==> config.mk <==
export PLATFORM = sky130hd
export DESIGN_NAME = load_store_unit
export DESIGN_NICKNAME = d
export VERILOG_FILES = /design/src/rtl/load_store_unit.sv
export SDC_FILE = /design/constraint.sdc
export NUM_CORES = 1
export LEC_CHECK = 0
export CAP_MARGIN = 40
export CORE_MARGIN = 8
export CORE_UTILIZATION = 49
export CTS_CLUSTER_DIAMETER = 200
export DETAILED_ROUTE_END_ITERATION = 10
export PLACE_DENSITY = 0.79
export SLEW_MARGIN = 20
export SYNTH_ARGS = -nofsm -noshare
export SYNTH_HDL_FRONTEND = slang
export SYNTH_SLANG_ARGS = --single-unit
==> constraint.sdc <==
create_clock -name clk -period 3.7 [get_ports clk]
set_input_delay 0.37 -clock clk [delete_from_list [all_inputs] [get_ports clk]]
set_output_delay 0.37 -clock clk [all_outputs]
set_load 0.05 [all_outputs]
==> src/rtl/load_store_unit.sv <==
// Multi-cycle load/store unit: EA generation, handshaked data-memory access with timeout, aligned/extended load return.
// Optional macro LSU_ALIGN_CHECK_EN: misaligned accesses fail with resp_err instead of being force-aligned.
module load_store_unit #(
  parameter int unsigned XLEN    = 64,
  parameter int unsigned TAG_W   = 5,
  parameter int unsigned TIMEOUT = 16
) (
  input  logic                clk,
  input  logic                rst,
  input  logic                req_valid,
  output logic                req_ready,
  input  logic                req_store,
  input  logic [1:0]          req_size,
  input  logic                req_signed,
  input  logic [XLEN-1:0]     req_base,
  input  logic [15:0]         req_disp,
  input  logic [XLEN-1:0]     req_wdata,
  input  logic [TAG_W-1:0]    req_rd,
  output logic                mem_req,
  output logic                mem_we,
  output logic [XLEN-1:0]     mem_addr,
  output logic [XLEN/8-1:0]   mem_be,
  output logic [XLEN-1:0]     mem_wdata,
  input  logic                mem_ack,
  input  logic [XLEN-1:0]     mem_rdata,
  output logic                resp_valid,
  output logic                resp_we,
  output logic [TAG_W-1:0]    resp_rd,
  output logic [XLEN-1:0]     resp_data,
  output logic                resp_err
);

  localparam int unsigned LANES = XLEN / 8;
  localparam int unsigned OFF_W = $clog2(LANES);
  localparam int unsigned CNT_W = $clog2(TIMEOUT + 1);

  typedef enum logic [1:0] {IDLE, ACCESS, RESP} state_t;

  state_t             state, state_d;
  logic [CNT_W-1:0]   cnt, cnt_d;
  logic               store_q, store_d;
  logic               signed_q, signed_d;
  logic [1:0]         sz_q, sz_d;
  logic [TAG_W-1:0]   rd_q, rd_d;
  logic [OFF_W-1:0]   off_q, off_d;

  logic               req_ready_d, mem_req_d, mem_we_d;
  logic [XLEN-1:0]    mem_addr_d, mem_wdata_d;
  logic [LANES-1:0]   mem_be_d;
  logic               resp_valid_d, resp_we_d, resp_err_d;
  logic [TAG_W-1:0]   resp_rd_d;
  logic [XLEN-1:0]    resp_data_d;

  // Effective address and lane placement of the incoming request
  logic [15:0]        disp_eff;
  logic [XLEN-1:0]    ea;
  logic [1:0]         sz_l2;
  logic [OFF_W-1:0]   off_raw, size_mask, off;
  logic [LANES-1:0]   be_base;

  assign disp_eff  = (req_size == 2'b11) ? {req_disp[15:2], 2'b00} : req_disp;
  assign ea        = req_base + {{(XLEN-16){disp_eff[15]}}, disp_eff};
  assign sz_l2     = (XLEN == 32 && req_size == 2'b11) ? 2'b10 : req_size;
  assign off_raw   = ea[OFF_W-1:0];
  assign size_mask = OFF_W'((32'd1 << sz_l2) - 32'd1);
  assign off       = off_raw & ~size_mask;

  always_comb begin
    be_base = '0;
    for (int unsigned i = 0; i < LANES; i++) begin
      be_base[i] = (i < (32'd1 << sz_l2));
    end
  end

`ifdef LSU_ALIGN_CHECK_EN
  logic misaligned;
  assign misaligned = |(off_raw & size_mask);
`endif

  // Right-justify the addressed lanes, then truncate and extend to XLEN
  logic [XLEN-1:0]    ld_sh, ld_ext;
  logic               ld_msb;
  int unsigned        ld_nbits;

  assign ld_sh    = mem_rdata >> {off_q, 3'b000};
  assign ld_nbits = 32'd8 << sz_q;

  always_comb begin
    ld_msb = 1'b0;
    ld_ext = '0;
    for (int unsigned i = 0; i < XLEN; i++) begin
      if (i == ld_nbits - 32'd1) ld_msb = ld_sh[i];
    end
    for (int unsigned i = 0; i < XLEN; i++) begin
      ld_ext[i] = (i < ld_nbits) ? ld_sh[i] : (signed_q & ld_msb);
    end
  end

  always_comb begin
    state_d      = state;
    cnt_d        = cnt;
    store_d      = store_q;
    signed_d     = signed_q;
    sz_d         = sz_q;
    rd_d         = rd_q;
    off_d        = off_q;
    req_ready_d  = 1'b0;
    mem_req_d    = 1'b0;
    mem_we_d     = 1'b0;
    mem_addr_d   = '0;
    mem_be_d     = '0;
    mem_wdata_d  = '0;
    resp_valid_d = 1'b0;
    resp_we_d    = 1'b0;
    resp_rd_d    = '0;
    resp_data_d  = '0;
    resp_err_d   = 1'b0;

    unique case (state)
      IDLE: begin
        if (req_valid) begin
          store_d  = req_store;
          signed_d = req_signed;
          sz_d     = sz_l2;
          rd_d     = req_rd;
          off_d    = off;
          cnt_d    = '0;
`ifdef LSU_ALIGN_CHECK_EN
          if (misaligned) begin
            state_d      = RESP;
            resp_valid_d = 1'b1;
            resp_rd_d    = req_rd;
            resp_err_d   = 1'b1;
          end else begin
`else
          begin
`endif
            state_d     = ACCESS;
            mem_req_d   = 1'b1;
            mem_we_d    = req_store;
            mem_addr_d  = {ea[XLEN-1:OFF_W], OFF_W'(0)};
            mem_be_d    = be_base << off;
            mem_wdata_d = req_wdata << {off, 3'b000};
          end
        end else begin
          req_ready_d = 1'b1;
        end
      end

      ACCESS: begin
        if (mem_ack) begin
          state_d      = RESP;
          resp_valid_d = 1'b1;
          resp_we_d    = ~store_q;
          resp_rd_d    = rd_q;
          resp_data_d  = store_q ? '0 : ld_ext;
        end else if (cnt == CNT_W'(TIMEOUT - 1)) begin
          state_d      = RESP;
          resp_valid_d = 1'b1;
          resp_rd_d    = rd_q;
          resp_err_d   = 1'b1;
        end else begin
          cnt_d       = cnt + CNT_W'(1);
          mem_req_d   = 1'b1;
          mem_we_d    = mem_we;
          mem_addr_d  = mem_addr;
          mem_be_d    = mem_be;
          mem_wdata_d = mem_wdata;
        end
      end

      RESP: begin
        state_d     = IDLE;
        cnt_d       = '0;
        req_ready_d = 1'b1;
      end

      default: begin
        state_d     = IDLE;
        req_ready_d = 1'b1;
      end
    endcase
  end

  always_ff @(posedge clk or negedge rst) begin
    if (!rst) begin
      state      <= IDLE;
      cnt        <= '0;
      store_q    <= 1'b0;
      signed_q   <= 1'b0;
      sz_q       <= 2'b00;
      rd_q       <= '0;
      off_q      <= '0;
      req_ready  <= 1'b1;
      mem_req    <= 1'b0;
      mem_we     <= 1'b0;
      mem_addr   <= '0;
      mem_be     <= '0;
      mem_wdata  <= '0;
      resp_valid <= 1'b0;
      resp_we    <= 1'b0;
      resp_rd    <= '0;
      resp_data  <= '0;
      resp_err   <= 1'b0;
    end else begin
      state      <= state_d;
      cnt        <= cnt_d;
      store_q    <= store_d;
      signed_q   <= signed_d;
      sz_q       <= sz_d;
      rd_q       <= rd_d;
      off_q      <= off_d;
      req_ready  <= req_ready_d;
      mem_req    <= mem_req_d;
      mem_we     <= mem_we_d;
      mem_addr   <= mem_addr_d;
      mem_be     <= mem_be_d;
      mem_wdata  <= mem_wdata_d;
      resp_valid <= resp_valid_d;
      resp_we    <= resp_we_d;
      resp_rd    <= resp_rd_d;
      resp_data  <= resp_data_d;
      resp_err   <= resp_err_d;
    end
  end

endmodule

==> summary.md, run 1 <==
| Metric | Value |
|---|---|
| CP max stage cell | `clkdlybuf4s50_1` |
| P&R area growth vs syn | `39.4%` |
| Setup crit end | `mem_addr[60]` |
| Starting Density | `0.497` |
| Min Clock Period, post-route | `3.48 ns` |
| CP cell instances | `clkdlybuf4s50_1 > nand2_1 > and2_1 > ha_1 > fa_1 > a21o_1 > a221oi_2 > buf_4 > a221oi_4 > a41oi_2 > a2111oi_2 > a21bo_1 > a31o_2 > a21oi_1 > xor2_1 > o21ai_1` |
| Asr flop ratio synth | `1.00` |
| Run status | `complete, no violations` |
| Final Hold Violating Endpoints | `0` |
| GR Overflow Total | `0` |
| TritonCTS clock tree | `done` |
| Ports | `around 430` |
| Final hold slack | `about 0.37 ns` |
| Commonest cells after routing, fill and taps aside | `426 x clkdlybuf4s50_1, 293 x nand2_1, 223 x dfrtp_1` |
| HPWL after detailed placement | `43900 um` |
| Min-Delay Path Class | `in -> reg` |
| CP max FO | `3` |
| CTS sink cnt | `227` |
| Largest net degree at the start of global routing | `138` |
| Postcts setup bufs | `0` |
| Cts repair resizes | `0` |
| Hold Buf Count CTS | `1` |
| CP endpoint kind | `flip-flop` |
| Rows | `63` |
| Routability cong. | `1.01` |
| Yosys cell types | `77` |
| Fin Setup TNS | `0 ns` |
| Worst endpoint required time | `4.09 ns` |
| CP Launch Type | `input pin` |
| Cell area power density | `558 nW/um^2` |
| Worst skew pair latency | `0.54 ns` |
| Synth warn | `0` |
| Mean area per synthesized cell | `8.79 sq um` |
| Setup violations, final | `0` |
| Detailed Routing Iterations Pass 1 | `5` |
| Worst path max stage delay | `0.48 ns` |
| Post-route clock period utilization | `0.942` |
| Yosys reg bits | `227` |
| Synthesized area | `14700 sq um` |
| Die H | `189 um` |
| Seq/Total Area, Yosys | `0.385` |
| Reg clk slew, reported paths | `0.06 ns` |
| Crit Path Class | `in -> reg` |
| Commonest non-fill, non-tap cell in the layout | `clkdlybuf4s50_1` |
| Post-route ant nets | `0` |
| Layout cell share with drive strength beyond 1 | `0.0752` |
| TritonCTS Buffers | `26` |
| Worst slew margin | `0.459` |
| Placed cells | `2443` |
| Total leakage power | `around 9.0 nW` |
| Finished layout cell area | `20600 sq um` |
| Reg2reg path depth | `8` |
| Util after Layout | `0.693` |
| Core Region | `between 20000 and 30000 sq um` |
| Vias in the first global route | `14700` |
| Post-synth EDFFs | `0` |
| Die area | `35900 sq um` |
| Max IR drop VDD | `roughly 0.37 mV` |
| Worst-margin pin slew | `0.805 ns` |
| Total number of vias | `14800` |
| Crit path launch | `req_size[0]` |
| Routed WL | `~57000 um` |
| H-tree depth | `1` |
| Max-slew violations | `0` |
| Initial antenna violation count | `4` |
| Cell count after synthesis | `1678` |
| PortBufs | `428` |
| Flop-to-flop setup slack | `between 0.8 and 0.9 ns` |
| Placed cell area | `19600 sq um` |
| CP arrival | `3.87 ns` |
| Die width | `about 190 um` |
| Fin nets | `approximately 2400` |
| Most used flip-flop cell after synthesis | `dfrtp_1` |
| Fmax | `0.287 GHz` |
| Initial drt markers | `1351` |
| Max-cap violations | `0` |
| Maximum buffer depth of the clock tree | `3` |
| Worst reg2reg path startpoint | `off_q[1]` |
| Vias per cell | `5.93` |
| Clock skew | `between 0.01 and 0.015 ns` |
| CP Buf/Inv Count | `2` |
| CP top delay family | `compound AO/OA/AOI/OAI gates` |
| Crit. path cell count | `16` |
| First-pass GRT wire length | `86700 um` |
| Reg-to-reg critical path endpoint | `resp_data[14]` |
| Final std cells w/o fill | `2497` |
| Total GRT Usage | `0.305` |
| # DRC | `0` |
| Root Buffer | `clkbuf_16` |
| RSZ-0062 raised after global routing | `false` |
| WL/cell | `22.9 um` |
[cell usage after synthesis (19+ instances only)]
| library cell | n | share of area |
|---|---|---|
| xor2_1 | 33 | 0.020 |
| a22o_1 | 43 | 0.026 |
| o21ai_0 | 156 | 0.053 |
| ha_1 | 68 | 0.058 |
| nand2_1 | 294 | 0.075 |
| a21oi_1 | 153 | 0.052 |
| nor2_1 | 111 | 0.028 |
| nand4_1 | 20 | 0.0085 |
| mux2i_1 | 90 | 0.061 |
| o21ai_1 | 31 | 0.011 |
| clkbuf_1 | 84 | 0.021 |
| xnor2_1 | 28 | 0.017 |
| and2_1 | 19 | 0.0081 |
| inv_1 | 21 | 0.0053 |
| a21o_1 | 30 | 0.015 |
| dfrtp_1 | 226 | 0.38 |
[metal layers]
layer / global-route usage / wire, um / up-vias
met5: 0 / 0 / -
met4: 0.112 / 2300 / 0
met3: 0.0546 / 4670 / 127
met2: 0.512 / 27300 / 738
met1: 0.389 / 22800 / 7109
li1: - / - / 6837
[final cells by class]
class,instances,area [sq um]
Fill cell,2415,9090
Multi-Input combinational cell,1325,8580
Sequential cell,227,5690
Timing Repair Buffer,481,4760
Clock buffer,36,749
Tap cell,390,488
Clock inverter,12,193
Inverter,21,78.8
Antenna cell,5,12.5
[worst min path at each step]
stage	to	from	cells past startpoint
after detailed placement	mem_addr[22]	rst	1
after CTS	rd_q[0]	req_rd[0]	3
final	rd_q[0]	req_rd[0]	3
after global routing	rd_q[1]	req_rd[1]	3
after global placement	mem_addr[22]	rst	1
after floorplan	cnt[0]	rst	0
[power by group]
group | switching, W | total, W | leakage (nW) | internal (W)
combinational | 0.00346 | 0.00535 | 5.52 | 0.00189
sequential | 0.000336 | 0.00326 | 3.06 | 0.00293
clock | 0.00109 | 0.00285 | 0.454 | 0.00176
[flip-flops by register name, indices dropped and copies added, names as in the netlist]
signal,count
req_ready,1
resp_err,1
mem_addr,61
sz_q,2
signed_q,1
store_q,1
mem_we,1
mem_req,1
resp_data,64
cnt,5
rd_q,5
mem_wdata,64
resp_we,1
resp_rd,5
state,2
mem_be,8
resp_valid,1
off_q,3
[stage by stage]
step / setup slack [ns] / power [W]
final: 0.216 / 0.0115
after global routing: 0.00346 / 0.0120
after CTS: 0.223 / 0.0115
after detailed placement: -0.273 / 0.00860
after global placement: -0.207 / 0.00854
after floorplan: 0.399 / 0.00666
[cell families after synthesis]
kind of cell               share of synthesized area
xor gates and xnor gates                      0.0362
AOI/OAI and AO/OA                              0.230
other                                       0.000254
and+or+nand+nor                                0.161
adders and majority gates                     0.0591
muxes                                         0.0939
DFF                                            0.385
buffers and inverters                         0.0341
[worst register-to-register path, stage by stage (launching register included)]
cell,delay [ns]
dfrtp_2,0.41
buf_4,0.52
nand2_1,0.10
o21ai_0,0.14
mux2i_1,0.18
o21a_1,0.20
o221a_2,0.29
o21ai_1,0.64
a31oi_1,0.17
No activity file was read; power rests on OpenSTA's default activity.
==> inputs of run 2 (changes only) <==
Settings changed: CAP_MARGIN 40 to 0.
==> results of run 2 <==
No change in the layout: final DEF, timing and power equal those of run 1.
==> patch 1, RTL diff (flow settings as in run 1) <==
Put one more register stage on the output `resp_err`. The value now appears one clock later. The other outputs are not delayed to match.
--- a/src/rtl/load_store_unit.sv
+++ b/src/rtl/load_store_unit.sv
@@ -37,4 +37,6 @@
   typedef enum logic [1:0] {IDLE, ACCESS, RESP} state_t;
 
+  logic resp_err_s0;
+
   state_t             state, state_d;
   logic [CNT_W-1:0]   cnt, cnt_d;
@@ -202,5 +204,5 @@
       resp_rd    <= '0;
       resp_data  <= '0;
-      resp_err   <= 1'b0;
+      resp_err_s0 <= 1'b0;
     end else begin
       state      <= state_d;
@@ -221,6 +223,10 @@
       resp_rd    <= resp_rd_d;
       resp_data  <= resp_data_d;
-      resp_err   <= resp_err_d;
-    end
+      resp_err_s0 <= resp_err_d;
+    end
+  end
+
+  always_ff @(posedge clk) begin
+    resp_err <= resp_err_s0;
   end
 
Check against the original RTL: not settled (the Yosys comparison gave no result); the edit may change what the design does.
==> patch 1 against run 1 <==
  * Area after synthesis up 2.0%
  * Via count up 4.9%
  * Cell area up 2.4%
  * Count of clock-buffer cells in the layout up 4
  * Power up 1.0%
  * Setup slack better by 0.067 ns
  * Sequential cell count up 1
  * Routed wire length up 3.0%
  * Combinational power up 3%
==> patch 1: results <==
export IMPL_synthFlopType="dfrtp_1"
export IMPL_dp_hpwl_um=44600
export IMPL_tightest_slew_ns=0.854
export IMPL_worst_clock_skew_ns=0.0119
export IMPL_synth_compound_area_share_pct=23.3
export IMPL_grt_pass1_wl_um=89500
export IMPL_synth_distinct_cells=75
export IMPL_startpoint="req_size[1]"
export IMPL_ir_worst_vdd_mv=0.375
export IMPL_top_regs="mem_wdata (64), resp_data (64), mem_addr (61)"
export IMPL_initial_core_util_pct=49.4
export IMPL_synth_mux_area_share_pct=9.07
export IMPL_endpoint="mem_addr[57]"
export IMPL_ys_seq_area_share_pct=37.9
export IMPL_reg2reg_depth=8
export IMPL_drv_slew=0
export IMPL_routed_via_density=6.06
export IMPL_drt_iter0_drc=1411
export IMPL_cp_data_arrival_time_ns=3.83
export IMPL_grt_total_usage_pct=30.9
export IMPL_switching_share_pct=42.9
export IMPL_grt_max_degree=107
export IMPL_clk_latency_ns=0.54
export IMPL_synth_edf_count=0
export IMPL_r2r_end="resp_data[25]"
export IMPL_ys_warnings_count=0
export IMPL_async_flop_share_pct=99.6
export IMPL_holdWs_ns=0.340
export IMPL_p_leak_nw=9.28
export IMPL_place_gp_congestion=0.979
export IMPL_root_buffer="clkbuf_16"
export IMPL_antenna_found_initial=5
export IMPL_reg2reg_from="off_q[0]"
export IMPL_clk_pin_slew_ns=0.06
export IMPL_port_buffers=428
export IMPL_grt_pass1_vias=15400
export IMPL_numCtsBuffers=27
export IMPL_firstDrtPassIters=5
export IMPL_reg2reg_slack_ns=0.83
export IMPL_hp_class="flop to flop"
export IMPL_layout_nets=2432
export IMPL_clockBufferDepth=3
export IMPL_synthTopCellsByArea="dfrtp_1 38%, nand2_1 7.7%, ha_1 5.7%, o21ai_0 5.3%, a21oi_1 5.0%"
export IMPL_wl_per_cell_um=22.9
export IMPL_cpMaxStageDelayCell="clkdlybuf4s50_1"
export IMPL_crit_path_max_fanout=4
export IMPL_synthTopCellsByCount="309 x nand2_1, 226 x dfrtp_1, 160 x o21ai_0, 150 x a21oi_1"
export IMPL_outcome="finished, final reports clean"
export IMPL_synth_adder_area_share_pct=5.79
export IMPL_synth_xor_xnor_area_share_pct=3.49
export IMPL_slowest_delay_ns=0.54
export IMPL_crit_family="compound AO/OA/AOI/OAI gates"
export IMPL_drive_gt1_share_pct=8.69
[patch 1: repair_timing]
action                     CTS  global route
resized for setup            0             2
setup buffers                0             0
setup endpoints to repair    0             4
hold buffers                 1             0
hold endpoints to repair    93             0
[patch 1: power groups by stage]
stage	Clock (mW)	Combinational [mW]	Sequential (mW)
floorplan	0	2.16	4.52
global route	2.96	5.81	3.33
CTS	2.84	5.46	3.28
detailed placement	0	5.42	3.31
finish	2.80	5.49	3.28
global placement	0	5.36	3.30
[patch 1: layer usage]
metal | vias to the layer above | share of wire (%) | wire [µm] | track usage, %
li1 | 7054 | - | - | -
met1 | 7525 | 39 | 23000 | 39.5
met2 | 818 | 48 | 28100 | 50.9
met3 | 136 | 8.3 | 4900 | 4.62
met4 | 0 | 4.9 | 2860 | 14.7
met5 | - | 0 | 0 | 0
[patch 1: per-stage QoR]
step / cells / worst slack [ns] / area (µm²) / power, mW
after CTS: 2559 / 0.292 / 21000 / 11.6
after floorplan: 1729 / 0.242 / 15100 / 6.68
after global routing: 2564 / 0.0222 / 21000 / 12.1
after detailed placement: 2508 / -0.246 / 20100 / 8.73
after global placement: 2507 / -0.156 / 20100 / 8.66
final: 2565 / 0.283 / 21000 / 11.6
[patch 1: final cells by class]
type | instances | area (µm²)
fill | 2477 | 9390
multi-input combinational | 1344 | 8750
sequential | 228 | 5710
timing repair buffer | 513 | 5040
clock buffer | 40 | 764
tap | 396 | 495
clock inverter | 10 | 156
inverter | 28 | 105
antenna | 6 | 15.0
[patch 1: worst min path at each step]
stage                      startpoint  endpoint  depth (start not counted)
final                     resp_err_s0  resp_err                          0
after floorplan                   rst    cnt[0]                          0
after global routing      resp_err_s0  resp_err                          0
after global placement    resp_err_s0  resp_err                          0
after detailed placement  resp_err_s0  resp_err                          0
after CTS                 resp_err_s0  resp_err                          0
==> patch 2, RTL diff (config.mk and constraints of run 1) <==
Without the edit above. The parameter `TIMEOUT` goes from 16 to 32.
--- a/src/rtl/load_store_unit.sv
+++ b/src/rtl/load_store_unit.sv
@@ -4,5 +4,5 @@
   parameter int unsigned XLEN    = 64,
   parameter int unsigned TAG_W   = 5,
-  parameter int unsigned TIMEOUT = 16
+  parameter int unsigned TIMEOUT = 32
 ) (
   input  logic                clk,
Function: not settled (the Yosys comparison gave no result); the edit may change what the design does.
==> patch 2 against run 1 <==
  * Area after synthesis rose by 0.64%
  * Clock power increased by 1%
  * Die area increased by 0.59%
  * Maximum frequency is 0.50% lower
  * Critical path depth is 1 lower
  * Clock skew grew 0.015 ns
  * Critical endpoint is now mem_addr[52]
  * Setup slack lost 0.018 ns
  * Routed wire length rose by 1.4%
  * Largest power group unchanged
  * Cell area increased by 1.5%
  * Global-route usage is 0.24 points higher
  * Cell count decreased by 0.16%
  * Power up 2.6%
  * Sequential cell count up 1
  * Critical path type unchanged
==> patch 2: results <==
export IMPL_numCtsBuffers=27
export IMPL_ir_worst_vdd_mv=0.385
export IMPL_clk_pin_slew_ns=0.07
export IMPL_drive_gt1_share_pct=9.06
export IMPL_worst_clock_skew_ns=0.0262
export IMPL_antenna_found_initial=8
export IMPL_routed_via_density=6.03
export IMPL_drv_slew=0
export IMPL_slowest_delay_ns=0.50
export IMPL_port_buffers=428
export IMPL_firstDrtPassIters=6
export IMPL_grtUsageMet2_pct=49.7
export IMPL_ys_seq_area_share_pct=38.5
export IMPL_fill_cells=2292
export IMPL_synthFlopType="dfrtp_1"
export IMPL_drt_iter0_drc=1403
export IMPL_met3_usage_pct=6.83
export IMPL_cp_data_arrival_time_ns=3.92
export IMPL_grt_total_usage_pct=30.8
export IMPL_post_cts_buffers=0
export IMPL_grt_max_degree=93
export IMPL_ys_warnings_count=0
export IMPL_p_leak_nw=9.20
export IMPL_reg2reg_depth=10
export IMPL_hp_class="primary input to flop"
export IMPL_root_buffer="clkbuf_16"
export IMPL_synthTopCellsByCount="245 x nand2_1, 227 x dfrtp_1, 182 x o21ai_0, 159 x a21oi_1, 101 x nor2_1"
export IMPL_grt_pass1_vias=15100
export IMPL_reg2reg_from="off_q[0]"
export IMPL_slew_limit_headroom_pct=45.9
export IMPL_synthTopCellsByArea="dfrtp_1 38%, mux2i_1 6.5%, nand2_1 6.2%, o21ai_0 6.1%, ha_1 5.6%"
export IMPL_grt_pass1_wl_um=88000
export IMPL_fmax_mhz=286
export IMPL_synth_distinct_cells=81
export IMPL_reg2reg_slack_ns=0.69
export IMPL_clk_latency_ns=0.55
export IMPL_outcome="finished, final reports clean"
export IMPL_layout_nets=2365
export IMPL_clockBufferDepth=3
export IMPL_wl_per_cell_um=23.2
export IMPL_top_regs="mem_wdata (64), resp_data (64), mem_addr (61)"
export IMPL_crit_family="compound AO/OA/AOI/OAI gates"
export IMPL_placed_area_um2=19900
export IMPL_end_kind="flop"
export IMPL_startpoint="req_size[1]"
export IMPL_endpoint="mem_addr[52]"
export IMPL_dp_hpwl_um=44400
export IMPL_htree_levels=1
export IMPL_async_flop_share_pct=100
export IMPL_r2r_end="resp_data[51]"
export IMPL_cpMaxStageDelayCell="clkdlybuf4s50_1"
export IMPL_crit_path_max_fanout=7
export IMPL_use_met1_pct=39.0
export IMPL_place_gp_congestion=0.998
## patch 2: how the worst min path moves through the flow
stage | startpoint | to | slack (ns) | cells after the start
finish | req_rd[4] | rd_q[4] | 0.39 | 3
global route | req_rd[3] | rd_q[3] | 0.40 | 3
CTS | req_rd[4] | rd_q[4] | 0.37 | 3
detailed placement | rst | resp_valid | 0.44 | 1
global placement | rst | mem_wdata[59] | 0.44 | 1
floorplan | rst | cnt[0] | 0.07 | 0
## patch 2: layout make-up
cell class,instances,area (µm²),share of cell area (%)
Multi-Input combinational cell,1295,8660,41.5
Sequential cell,228,5710,27.4
Timing Repair Buffer,505,4940,23.7
Clock buffer,34,742,3.56
Tap cell,390,488,2.34
Clock inverter,16,225,1.08
Inverter,19,71.3,0.342
Antenna cell,6,15.0,0.0720
## patch 2: logic make-up (layout without fill, tap and decap cells)
| kind of cell | Yosys count | count (layout) | share of synthesized area, % |
|---|---|---|---|
| buf+inv | 121 | 574 | 3.36 |
| mux | 130 | 130 | 11.3 |
| other cells | 1 | 9 | 0.0253 |
| xor+xnor | 61 | 61 | 3.60 |
| fa+ha+maj | 68 | 68 | 5.78 |
| simple gates | 486 | 486 | 14.8 |
| flops | 228 | 228 | 38.5 |
| compound gates | 547 | 547 | 22.6 |
## patch 2: worst min-delay path, delay by kind of cell
family / cells / cell delay, ns
and+or+nand+nor: 2 / 0.11
buffers and inverters: 1 / 0.41
## patch 2: through the flow
stage	setup TNS (ns)	setup slack, ns	instances	util (%)
2_1_floorplan	0	0.350	1644	-
3_3_place_gp	-1.02	-0.201	2436	66.8
3_5_place_dp	-2.56	-0.337	2436	66.8
4_1_cts	0	0.219	2487	70.1
5_1_grt	0	0.00707	2493	70.2
6_report	0	0.199	2493	70.2
## patch 2: what timing repair did
| item | 4_1_cts | 5_1_grt |
|---|---|---|
| hold endpoints to repair | 87 | 0 |
| endpoints found under the setup margin | 0 | 1 |
| hold buffers | 1 | 0 |
| gates resized for setup | 0 | 1 |
## patch 2: report_power, final
part           switching [mW]  internal, mW  total (mW)
Clock                    1.12          1.77        2.89
Combinational            3.60          1.97        5.57
Sequential              0.334          2.96        3.29
## patch 2: layer usage
layer / wire (µm) / share of wire [%]
met3: 5620 / 9.7
met2: 26700 / 46
met1: 22800 / 39
met5: 27 / 0.047
met4: 2770 / 4.8
